===== src/rtl/dac_spi_pkg.sv =====
// Shared types and frame helper for the photodiode-bias DAC SPI transmitter.
package dac_spi_pkg;

  typedef enum logic [1:0] {IDLE, SETUP, SHIFT, HOLD} state_e;

  localparam int unsigned FRAME_W = 16;
  localparam logic [3:0]  DEF_CMD = 4'b0011;

  // DAC write frame: command nibble, 8-bit code, four don't-care LSBs sent as zero.
  function automatic logic [FRAME_W-1:0] build_frame(input logic [3:0] cmd, input logic [7:0] code);
    return {cmd, code, 4'b0000};
  endfunction

endpackage


===== src/rtl/spi_dac_tx_sclk_divider.sv =====
// SCLK generator: CLK_DIV clocks low then CLK_DIV clocks high while enabled,
// with one-cycle strobes in the cycle before each sclk edge.
module sclk_divider #(
  parameter int unsigned CLK_DIV = 4
) (
  input  logic clk,
  input  logic reset,
  input  logic en_i,
  output logic rise_o,
  output logic fall_o,
  output logic sclk_o
);

  localparam int unsigned CW = (CLK_DIV > 1) ? $clog2(CLK_DIV) : 1;

  logic [CW-1:0] cnt_q, cnt_d;
  logic          sclk_q, sclk_d;
  logic          last;

  assign last = (cnt_q == CW'(CLK_DIV - 1));

  // Disabled means parked: counter cleared and sclk low, so every frame starts on a low phase.
  always_comb begin
    cnt_d  = '0;
    sclk_d = 1'b0;
    if (en_i) begin
      cnt_d  = last ? '0 : cnt_q + 1'b1;
      sclk_d = last ? ~sclk_q : sclk_q;
    end
  end

  always_ff @(posedge clk or negedge reset) begin
    if (!reset) begin
      cnt_q  <= '0;
      sclk_q <= 1'b0;
    end else begin
      cnt_q  <= cnt_d;
      sclk_q <= sclk_d;
    end
  end

  assign rise_o = en_i && last && !sclk_q;
  assign fall_o = en_i && last && sclk_q;
  assign sclk_o = sclk_q;

endmodule


===== src/rtl/spi_dac_tx.sv =====
// Mode-0 SPI writer for the bias DAC: one 16-bit frame per accepted request.
// SPI_DOUBLE_BUFFER_EN adds a one-entry pending request captured while busy.
module spi_dac_tx import dac_spi_pkg::*; #(
  parameter int unsigned CLK_DIV  = 4,
  parameter logic [3:0]  CMD      = DEF_CMD,
  parameter int unsigned CS_SETUP = 2,
  parameter int unsigned CS_HOLD  = 2
) (
  input  logic       clk,
  input  logic       reset,
  input  logic       spi_start,
  input  logic [7:0] voltage,
  output logic       busy,
  output logic       done,
  output logic       dropped,
  output logic       sclk,
  output logic       mosi,
  output logic       cs_n
);

  localparam int unsigned TW = 8;

  state_e             state_q, state_d;
  logic [FRAME_W-1:0] sh_q, sh_d;
  logic [4:0]         bit_q, bit_d;
  logic [TW-1:0]      tmr_q, tmr_d;
  logic               cs_n_q, cs_n_d, busy_q, busy_d, done_q, done_d, dropped_q, dropped_d;
  logic               go;
  logic [7:0]         go_code;
  logic               rise, fall;
`ifdef SPI_DOUBLE_BUFFER_EN
  logic [7:0]         pend_q, pend_d;
  logic               pvld_q, pvld_d;
`endif

  sclk_divider #(.CLK_DIV(CLK_DIV)) u_div (
    .clk   (clk),
    .reset (reset),
    .en_i  (state_q == SHIFT),
    .rise_o(rise),
    .fall_o(fall),
    .sclk_o(sclk)
  );

  always_comb begin
    state_d   = state_q;
    sh_d      = sh_q;
    bit_d     = bit_q;
    tmr_d     = tmr_q;
    cs_n_d    = cs_n_q;
    busy_d    = busy_q;
    done_d    = 1'b0;
    dropped_d = 1'b0;
    go        = 1'b0;
    go_code   = voltage;
`ifdef SPI_DOUBLE_BUFFER_EN
    pend_d = pend_q;
    pvld_d = pvld_q;
    // The IDLE gap before a pending launch is still busy; a request there refills the slot, no loss.
    if (spi_start && busy_q) begin
      pend_d    = voltage;
      pvld_d    = 1'b1;
      dropped_d = pvld_q && (state_q != IDLE);
    end
    if (state_q == IDLE) begin
      go = pvld_q || spi_start;
      if (pvld_q) begin
        go_code = pend_q;
        if (!spi_start) pvld_d = 1'b0;
      end
    end
`else
    dropped_d = spi_start && busy_q;
    go        = (state_q == IDLE) && spi_start;
`endif

    case (state_q)
      IDLE: if (go) begin
        state_d = SETUP;
        sh_d    = build_frame(CMD, go_code);
        bit_d   = '0;
        tmr_d   = '0;
        cs_n_d  = 1'b0;
        busy_d  = 1'b1;
      end
      SETUP: if (tmr_q == TW'(CS_SETUP - 1)) begin
        state_d = SHIFT;
        tmr_d   = '0;
      end else begin
        tmr_d = tmr_q + 1'b1;
      end
      SHIFT: begin
        if (rise) bit_d = bit_q + 5'd1;
        // Shifting on the fall also zeroes mosi after the last bit.
        if (fall) begin
          sh_d = sh_q << 1;
          if (bit_q == 5'(FRAME_W)) state_d = HOLD;
        end
      end
      HOLD: if (tmr_q == TW'(CS_HOLD - 1)) begin
        state_d = IDLE;
        tmr_d   = '0;
        cs_n_d  = 1'b1;
        done_d  = 1'b1;
`ifdef SPI_DOUBLE_BUFFER_EN
        busy_d  = pvld_d;
`else
        busy_d  = 1'b0;
`endif
      end else begin
        tmr_d = tmr_q + 1'b1;
      end
      default: state_d = IDLE;
    endcase
  end

  always_ff @(posedge clk or negedge reset) begin
    if (!reset) begin
      state_q   <= IDLE;
      sh_q      <= '0;
      bit_q     <= '0;
      tmr_q     <= '0;
      cs_n_q    <= 1'b1;
      busy_q    <= 1'b0;
      done_q    <= 1'b0;
      dropped_q <= 1'b0;
`ifdef SPI_DOUBLE_BUFFER_EN
      pend_q    <= '0;
      pvld_q    <= 1'b0;
`endif
    end else begin
      state_q   <= state_d;
      sh_q      <= sh_d;
      bit_q     <= bit_d;
      tmr_q     <= tmr_d;
      cs_n_q    <= cs_n_d;
      busy_q    <= busy_d;
      done_q    <= done_d;
      dropped_q <= dropped_d;
`ifdef SPI_DOUBLE_BUFFER_EN
      pend_q    <= pend_d;
      pvld_q    <= pvld_d;
`endif
    end
  end

  assign mosi    = sh_q[FRAME_W-1];
  assign cs_n    = cs_n_q;
  assign busy    = busy_q;
  assign done    = done_q;
  assign dropped = dropped_q;

endmodule


===== config.mk =====
export PLATFORM = sky130hd
export DESIGN_NAME = spi_dac_tx
export DESIGN_NICKNAME = d
export VERILOG_FILES = /design/src/rtl/dac_spi_pkg.sv /design/src/rtl/spi_dac_tx_sclk_divider.sv /design/src/rtl/spi_dac_tx.sv
export SDC_FILE = /design/constraint.sdc
export NUM_CORES = 1
export LEC_CHECK = 0
export BUFFER_PORTS_ARGS = -buffer_cell sky130_fd_sc_hd__buf_2
export CORE_MARGIN = 2
export CORE_UTILIZATION = 30
export CTS_BUF_LIST = sky130_fd_sc_hd__clkbuf_8
export CTS_CLUSTER_SIZE = 24
export DETAILED_ROUTE_END_ITERATION = 7
export PLACE_DENSITY = 0.51
export SYNTH_ARGS = -nofsm -noshare
export SYNTH_HDL_FRONTEND = slang
export SYNTH_SLANG_ARGS = --single-unit

===== constraint.sdc =====
create_clock -name clk -period 2.1 [get_ports clk]
set_input_delay 0.42 -clock clk [delete_from_list [all_inputs] [get_ports clk]]
set_output_delay 0.42 -clock clk [all_outputs]
set_load 0.02 [all_outputs]

==> metrics.txt, run 1 <==
status=finished clean; nets=228; antenna violations before repair=0; H-tree level count=2; Worst Path Required=2.27 ns; met3 Resource Use GR=0.0328; Setup Skew=0.00953 ns; Syn Std Cell Area=1860 µm²; Area growth syn-to-layout=15.4%; mux share of post-synthesis cell area=0.0564; first-pass GRT wire length=6400 µm; grt met2 use=0.166; WP data arrival=2.00 ns; PortBufs=16; Pre-antenna DRT Iters=6; final non-filler cell total=283; clock buffer depth=2; DP Area=2060 µm²; # DRC=0; vias post-DR=1,387; RSZ-0062 raised after global routing=false; TritonCTS buffer count=5; critical path capture point type=flop; maximum number of pins on one net before global-route repair=35; HPWL after DPL=2580 µm; CP Class=reg -> reg; CTS Hold Bufs=0; DRT iter0 DRCs=38; GPL Wtd Cong=0.765; commonest cells in the synthesized netlist=33 x dfrtp_1, 19 x nor2_1, 15 x a21oi_1, 12 x nand2_1; async set-or-reset flop fraction in the synthesized netlist=1.00; final setup fails=0; met1 Track Usage GR=0.158; Yosys top cell area share=0.443; share of cells above drive strength 1=0.226; setup_tns=0 ns; cell row count=28; vias in the first global route=1,317; Antenna Nets Post-Route=0; VDD IR max=564 µV; layer with the highest usage=met2; Yosys warnings=0; compound-gate portion of the synthesized area=0.144; Post-Synth XOR/XNOR Area=0.0282; Die X=82.8 µm; Syn Nets=201; Adder-Cell Fraction of Synth Area=0.0672; main combinational cell family by area after synthesis=simple AND/OR/NAND/NOR gates; final total power=0.00298 W; Skew-Pair Late Insertion Delay=0.28 ns; # diodes=0; setup bufs post-CTS=0; final core utilization=0.361; Lkg Pwr=0.952 nW; total routed wirelength=3590 µm; CP Launch Type=flop; Maximum Capacitance Violations=0; Die ar.=6860 µm²; gr ovfl total=0; Yosys cell types=45; fin. max-slew vios=0; vias per cell=4.90; max_slew headroom=0.474; total track usage=0.114; Mean Syn Cell Area=10.4 µm²; register bit total from synthesis=34; Synth Flop Type=dfrtp_1; Clock transition at path regs=0.08 ns; Syn Inst Count=180; Reg2Reg Setup Slack=0.27 ns; Initial Utilization=0.313; Max Fclk=0.547 GHz; Top Ports=17; post-synthesis sequential area ratio=0.457; Worst Path Max Fanout=6; PD cells=1380 nW/µm²; post-route cell area=2150 µm²; Fin. Hold Viols=0; fin crit share=0.870; Hold Crit Class=in -> async; Post-synth EDFFs=0; Synth area leader=dfrtp_1; min Tclk post-route=1.83 ns; worst slew pin tran=0.788 ns; post-CTS sizing=0; CTS sink count=34; leading cell type by number of instances after synthesis=dfrtp_1; Root Driver=clkbuf_8; Post-Place Cells=275; Die Y=82.8 µm; Synth area leaders=dfrtp_1 44%, ha_1 6.7%, mux2i_1 4.8%; CTS tree=done; core area=5960 µm²; WL per Instance=12.7 µm; simple-gate share of the synthesized area=0.202
## flip-flops by register name, summed over array words and instances (netlist names)
name / flops
bit_q: 5
busy: 1
cs_n: 1
done: 1
dropped: 1
sh_q: 12
state_q: 2
tmr_q: 8
u_div.cnt_q: 2
u_div.sclk_o: 1
## layout make-up
type	instances	area (µm²)
Fill cell	626	3810
Multi-Input combinational cell	132	927
Sequential cell	34	852
Timing Repair Buffer	26	155
Tap cell	75	93.8
Clock buffer	6	82.6
Inverter	8	30.0
Clock inverter	2	8.76
## metal layers
layer | vias to the layer above | wire [µm]
met2 | 30 | 1500
met1 | 655 | 1870
met4 | 0 | 36
met5 | - | 0
li1 | 700 | -
met3 | 2 | 178
## placed cells by master (no fill, tap or decap), types with 3 or more instances in the layout
cell / n
and2_1: 3
nand2_1: 12
buf_4: 10
nand3_1: 5
nor3_1: 4
ha_1: 10
nor2_1: 19
nand3b_1: 3
a21oi_1: 15
mux2i_1: 9
inv_1: 8
buf_2: 16
o21ai_0: 10
dfrtp_1: 33
xnor2_1: 4
clkbuf_8: 6
nand4_1: 3
## kinds of logic (layout without fill, tap and decap cells)
group | count (synthesis) | count (layout)
AND/OR/NAND/NOR | 66 | 66
adder cells (fa/ha/maj) | 10 | 10
multiplexers | 10 | 10
flip-flops | 34 | 34
AO/OA/AOI/OAI | 40 | 40
XOR/XNOR | 6 | 6
buffers and inverters | 14 | 42
## critical path, stage by stage, from the launching register on
cell and delay [ns]:
dfrtp_1 0.43, inv_1 0.12, ha_1 0.26, nor2b_1 0.25, buf_4 0.16, nor2_1 0.05, nand3b_1 0.14, mux2_4 0.30
## power by group
| group | switching (W) | internal, W |
|---|---|---|
| registers | 0.000160 | 0.000884 |
| clock network | 0.000238 | 0.000260 |
| logic | 0.000815 | 0.000620 |
## path summary, 6_finish.rpt
kind	end	cells past startpoint	from
max	state_q[1]$_DFFE_PN0P_	7	state_q[1]$_DFFE_PN0P_
min in group clk	sh_q[4]$_DFFE_PN0P_	3	voltage[0]
max in group asynchronous	state_q[0]$_DFFE_PN0P_	1	reset
max reg2reg	state_q[1]$_DFFE_PN0P_	7	state_q[1]$_DFFE_PN0P_
min reg2reg	u_div.cnt_q[0]$_DFF_PN0_	1	u_div.cnt_q[0]$_DFF_PN0_
min	bit_q[4]$_DFFE_PN0P_	1	reset
## metrics by stage
step	setup WS [ns]	hold slack, ns
finish	0.273	0.219
floorplan	0.399	0.124
detailed placement	0.301	0.427
global placement	0.325	0.426
global route	0.0821	0.274
CTS	0.269	0.250
Note: power is estimated with default switching activity, not from simulation.
==> inputs of run 2 (changes only) <==
==> constraint.sdc (replaced) <==
create_clock -name clk -period 2.3 [get_ports clk]
set_input_delay 0.46 -clock clk [delete_from_list [all_inputs] [get_ports clk]]
set_output_delay 0.46 -clock clk [all_outputs]
set_load 0.02 [all_outputs]
==> run 2 against run 1 <==
First-iteration DRC count rose to 3.4 times the previous value. Critical path depth unchanged. Routed wire length down 0.31%. Critical endpoint is now sh_q[13]$_DFFE_PN0P_.
==> metrics.txt, run 2 (synthesized netlist as in run 1, its figures left out) <==
DP Area=2020 µm² (-1.8%); clock buffer depth=2 (unchanged); Psw=0.00108 W (-11%); Area growth syn-to-layout=12.6%; cell row count=28 (unchanged); max_slew headroom=0.490 (+0.0158); CTS tree=done; CTS Hold Bufs=0 (unchanged); antenna violations before repair=0 (unchanged); max reg flops=12 (unchanged); Worst Slack Setup Final=0.319 ns (+0.0463 ns); Clk pwr share=0.153 (-0.014); nets=223 (-2.2%); status=finished clean; TritonCTS buffer count=5 (unchanged); switching part of the total=0.415 (+0.00781); vias in the first global route=1,298 (-1.4%); Fin. Hold Viols=0 (unchanged); Skew-Pair Late Insertion Delay=0.28 ns (about the same); worst slew pin tran=0.765 ns (-0.0237 ns); setup_tns=0 ns (unchanged); HPWL after DPL=2630 µm (+2.2%); Maximum Capacitance Violations=0 (unchanged); PortBufs=16 (unchanged); worst hold margin=0.254 ns (+0.0344 ns); fin. max-slew vios=0 (unchanged); vias post-DR=1,351 (-2.6%); Die X=82.8 µm (unchanged); vias per cell=4.88 (-0.49%); Clock transition at path regs=0.07 ns (about the same); Regs by FF count=sh_q x12, tmr_q x8, bit_q x5; commonest non-fill, non-tap cell in the layout=dfrtp_1; CTS sink count=34 (unchanged); total track usage=0.115 (+0.000911); core area=5960 µm² (unchanged); Max Fclk=0.505 GHz (-7.8%); Die ar.=6860 µm² (unchanged); combinational share of power=0.482 (about the same); # DRC=0 (unchanged); Lkg Pwr=0.920 nW (-3.3%); VDD IR max=476 µV (-16%); post-CTS sizing=0 (unchanged); Worst Path Required=2.47 ns (+0.20 ns); Reg2Reg Setup Slack=0.32 ns (+0.05 ns); Antenna Nets Post-Route=0 (unchanged); total routed wirelength=3580 µm (-0.31%); critical path capture point type=flop; pre-CTS setup slack=0.316 ns (+0.0150 ns); Hold Crit Class=in -> async; Top Ports=17 (unchanged); Flop pwr share=0.365 (+0.014); # diodes=0 (unchanged); Pre-antenna DRT Iters=4 (-2); fin crit share=0.861 (-0.00883); gr ovfl total=0 (unchanged); min Tclk post-route=1.98 ns (+0.154 ns); Root Driver=clkbuf_8; Initial Utilization=0.313 (unchanged); final setup fails=0 (unchanged); WL per Instance=12.9 µm (+1.9%); CP Launch Type=flop; post-route cell area=2100 µm² (-2.4%); CP Class=reg -> reg; setup bufs post-CTS=0 (unchanged); most flop-heavy register=sh_q; Worst Path Max Fanout=18 (+12); maximum number of pins on one net before global-route repair=35 (unchanged); PD cells=1240 nW/µm² (-10%); GPL Wtd Cong=0.728 (-4.9%); RSZ-0062 raised after global routing=false; commonest non-fill, non-tap cells in the layout=33 x dfrtp_1, 19 x nor2_1, 16 x buf_2; internal power=0.00152 W (-14%); H-tree level count=2 (unchanged); Die Y=82.8 µm (unchanged); DRT iter0 DRCs=128 (+240%); share of cells above drive strength 1=0.198 (-0.0279); first-pass GRT wire length=6480 µm (+1.3%); Setup Skew=0.00558 ns (-0.00395 ns); WP data arrival=2.15 ns (+0.15 ns)
## run 2: changes by cell type in the layout (fill, tap and decap cells not counted)
cell      delta
clkbuf_8     -1
buf_4        -5
inv_1        +1
clkinv_2     -1
## run 2: per-stage QoR
step,total power (W),instances,utilization
final,0.00260,277,0.352
after global routing,0.00287,277,0.352
after CTS,0.00265,277,0.352
after detailed placement,0.00223,270,0.339
after global placement,0.00223,270,0.339
after floorplan,0.00195,180,-
## run 2: final cells by class
cell class / instances / area [µm²]
fill: 637 / 3860
multi-input combinational: 132 / 927
sequential: 34 / 852
timing repair buffer: 21 / 118
tap: 75 / 93.8
clock buffer: 5 / 68.8
inverter: 8 / 30.0
clock inverter: 2 / 7.51
## run 2: worst max-delay path, stage by stage (launching register included)
cell and delay, ns:
dfrtp_1 0.40, inv_1 0.12, ha_1 0.27, nor2b_1 0.40, buf_4 0.24, nor3_4 0.05
buf_4 0.19, o22a_1 0.20
## run 2: final timing paths
path,start,to,depth (start not counted)
min in group clk,voltage[0],sh_q[4]$_DFFE_PN0P_,3
min,reset,dropped$_DFF_PN0_,1
max,state_q[0]$_DFFE_PN0P_,sh_q[13]$_DFFE_PN0P_,7
max in group asynchronous,reset,sh_q[14]$_DFFE_PN0P_,1
min reg2reg,u_div.cnt_q[0]$_DFF_PN0_,u_div.cnt_q[0]$_DFF_PN0_,1
max reg2reg,state_q[0]$_DFFE_PN0P_,sh_q[13]$_DFFE_PN0P_,7
## run 2: metal layers
| metal | track usage | vias up | part of all wire |
|---|---|---|---|
| met5 | 0 | - | 0 |
| met4 | 0.0358 | 0 | 0.016 |
| met3 | 0.0308 | 5 | 0.034 |
| met2 | 0.160 | 20 | 0.41 |
| met1 | 0.171 | 645 | 0.54 |
| li1 | - | 681 | - |
## run 2: power by group through the flow
stage | combinational [W] | sequential (W) | clock, W
after CTS | 0.00127 | 0.000951 | 0.000420
after global routing | 0.00144 | 0.000982 | 0.000446
after global placement | 0.00127 | 0.000960 | 0
after floorplan | 0.000988 | 0.000964 | 0
final | 0.00126 | 0.000950 | 0.000400
after detailed placement | 0.00127 | 0.000959 | 0
==> inputs of run 3 (changes only) <==
--- a/config.mk
+++ b/config.mk
@@ -7,11 +7,11 @@
 export LEC_CHECK = 0
 export BUFFER_PORTS_ARGS = -buffer_cell sky130_fd_sc_hd__buf_2
 export CORE_MARGIN = 2
-export CORE_UTILIZATION = 30
+export CORE_UTILIZATION = 54
 export CTS_BUF_LIST = sky130_fd_sc_hd__clkbuf_8
 export CTS_CLUSTER_SIZE = 24
 export DETAILED_ROUTE_END_ITERATION = 7
-export PLACE_DENSITY = 0.51
+export PLACE_DENSITY = 0.78
 export SYNTH_ARGS = -nofsm -noshare
 export SYNTH_HDL_FRONTEND = slang
 export SYNTH_SLANG_ARGS = --single-unit
==> constraint.sdc (replaced) <==
create_clock -name clk -period 2.3 [get_ports clk]
set_input_delay 0.115 -clock clk [delete_from_list [all_inputs] [get_ports clk]]
set_output_delay 0.115 -clock clk [all_outputs]
set_load 0.02 [all_outputs]
==> run 3 against run 2 <==
Final area down 0.54%. Core utilization up 27 points. Count of clock-buffer cells in the layout up 1. Clock skew up 0.0026 ns. Sequential power up 1%. Flip-flop and latch count unchanged. Global-route usage up 8.6 points. Register-to-register slack worse by 0.09 ns. Clock power up 12%. First-iteration DRC count down 48%. Critical path type unchanged. Critical endpoint is now tmr_q[7]$_DFFE_PN0P_. Largest cell class unchanged. Largest power group unchanged. Highest routed layer unchanged.
==> metrics.txt, run 3 (synthesized netlist as in run 1, its figures left out) <==
GPL Wtd Cong=0.833 (+14%); total track usage=0.200 (+0.0857); Worst Path Max Fanout=13 (-5); R2R depth=6 (-1); met1 WL=1580 µm (-18%); VDD IR max=628 µV (+32%); CP max-delay cell=or4_1; Worst Path Required=2.51 ns (+0.04 ns); hold path cells=3; Clock transition at path regs=0.07 ns (about the same); gr ovfl total=0 (unchanged); final setup fails=0 (unchanged); TritonCTS buffer count=5 (unchanged); PD cells=1280 nW/µm² (+2.9%); HPWL after DPL=2510 µm (-4.7%); Fin. Hold Viols=0 (unchanged); share of cells above drive strength 1=0.206 (+0.00786); most flop-heavy register=sh_q; met2 WL=1680 µm (+13%); worst slew pin tran=0.739 ns (-0.0256 ns); Die Y=62.7 µm (-24%); vias per cell=5.53 (+13%); Hold Crit Class=in -> reg; commonest non-fill, non-tap cell in the layout=dfrtp_1; Skew-Pair Late Insertion Delay=0.29 ns (about the same); DRT iter0 DRCs=66 (-48%); # DRC=0 (unchanged); vias post-DR=1,383 (+2.4%); WL per Instance=13.8 µm (+7.0%); status=finished clean; first-pass GRT wire length=6180 µm (-4.7%); post-CTS sizing=0 (unchanged); Die X=62.7 µm (-24%); cell row count=21 (-25%); Pre-antenna DRT Iters=4 (unchanged); CP Cell Sequence=inv_1 -> ha_1 -> or3_1 -> nand2_4 -> or4_1 -> a21oi_1; Lkg Pwr=0.931 nW (+1.1%); Maximum Capacitance Violations=0 (unchanged); largest delay contributor family on the critical path=simple AND/OR/NAND/NOR gates; H-tree level count=2 (unchanged); final non-filler cell total=250 (-9.7%); commonest non-fill, non-tap cells in the layout=33 x dfrtp_1, 19 x nor2_1, 16 x buf_2; CTS tree=done; min Tclk post-route=2.07 ns (+0.0921 ns); fin crit share=0.901 (+0.0400); Area growth syn-to-layout=12.0%; slowest stage delay, CP=0.51 ns (+0.11 ns); Top Layer Used=met4; max reg flops=12 (unchanged); clock buffer depth=2 (unchanged); # diodes=0 (unchanged); Regs by FF count=sh_q x12, tmr_q x8, bit_q x5; WP data arrival=2.28 ns (+0.13 ns); RSZ-0062 raised after global routing=false; Max Fclk=0.482 GHz (-4.4%); vias in the first global route=1,363 (+5.0%); # fillers=292 (-54%); core area=3340 µm² (-44%); Antenna Nets Post-Route=0 (unchanged); fin. max-slew vios=0 (unchanged); max_slew headroom=0.507 (+0.0171); Top Ports=17 (unchanged); final total power=0.00267 W (+2.3%); critical path capture point type=flop; setup bufs post-CTS=0 (unchanged); CP Class=reg -> reg; total routed wirelength=3460 µm (-3.4%); Initial Utilization=0.558 (+0.245); CP Launch Type=flop; DR WL met3=149 µm (+23%); Post-Place Cells=241 (-11%); Levels on crit path=6 (-1); Setup Skew=0.00823 ns (+0.00265 ns); Die ar.=3940 µm² (-43%); WP buf/inv=1 (-2); antenna violations before repair=0 (unchanged); setup_tns=0 ns (unchanged); PortBufs=16 (unchanged); Root Driver=clkbuf_8; CTS sink count=34 (unchanged); maximum number of pins on one net before global-route repair=35 (unchanged); nets=224 (+0.45%)
-- run 3: cell types whose count changed in the layout (fill, tap and decap cells not counted), sizes merged --
| cell | previous run | this run |
|---|---|---|
| clkbuf | 5 | 6 |
| inv | 10 | 9 |
| clkinv | 0 | 1 |
| dlygate4sd3 | 0 | 1 |
-- run 3: per-stage QoR --
step / worst slack [ns] / hold slack (ns) / cell area (µm²) / utilization
finish: 0.227 / 0.0862 / 2090 / 0.625
global route: 0.0505 / 0.110 / 2090 / 0.625
CTS: 0.176 / 0.0970 / 2090 / 0.625
detailed placement: 0.190 / 0.224 / 1980 / 0.595
global placement: 0.320 / 0.210 / 1980 / 0.595
floorplan: 0.599 / -0.181 / 1860 / -
-- run 3: where the power goes --
| group | switching (W) | internal, W | leakage [nW] |
|---|---|---|---|
| sequential | 0.000151 | 0.000808 | 0.423 |
| combinational | 0.000747 | 0.000513 | 0.456 |
| clock | 0.000210 | 0.000237 | 0.0524 |
| total | 0.00111 | 0.00156 | 0.931 |
-- run 3: repair_timing --
action | 4_1_cts | 5_1_grt
endpoints found under the hold margin | 33 | 0
endpoints found under the setup margin | 0 | 2
hold buffers | 1 | 0
-- run 3: metal layers --
| layer | track usage | vias up |
|---|---|---|
| li1 | - | 683 |
| met1 | 0.245 | 665 |
| met2 | 0.331 | 31 |
| met3 | 0.0613 | 4 |
| met4 | 0.0806 | 0 |
| met5 | 0 | - |
-- run 3: worst register-to-register path: cells and delay by family, from the launching register on --
| family | cells | cell delay [ns] |
|---|---|---|
| buf+inv | 1 | 0.13 |
| fa+ha+maj | 1 | 0.43 |
| simple gates | 3 | 0.88 |
| compound gates | 1 | 0.15 |
| flops | 1 | 0.41 |
-- run 3: path summary, 6_finish.rpt --
| kind | slack [ns] | to | from |
|---|---|---|---|
| max in group asynchronous | 1.39 | tmr_q[2]$_DFFE_PN0P_ | reset |
| worst min register to register | 0.47 | u_div.cnt_q[0]$_DFF_PN0_ | u_div.cnt_q[0]$_DFF_PN0_ |
| worst min-delay path | 0.09 | sh_q[4]$_DFFE_PN0P_ | voltage[0] |
| worst max-delay path | 0.23 | tmr_q[7]$_DFFE_PN0P_ | state_q[0]$_DFFE_PN0P_ |
| worst max register to register | 0.23 | tmr_q[7]$_DFFE_PN0P_ | state_q[0]$_DFFE_PN0P_ |
| min in group asynchronous | 0.42 | bit_q[4]$_DFFE_PN0P_ | reset |
-- run 3: layout make-up --
cell class,instances,area [µm²],area share
Timing Repair Buffer,22,128,0.0612
Sequential cell,34,852,0.409
Multi-Input combinational cell,132,927,0.445
Clock buffer,6,82.6,0.0396
Tap cell,46,57.6,0.0276
Clock inverter,2,8.76,0.00420
Inverter,8,30.0,0.0144
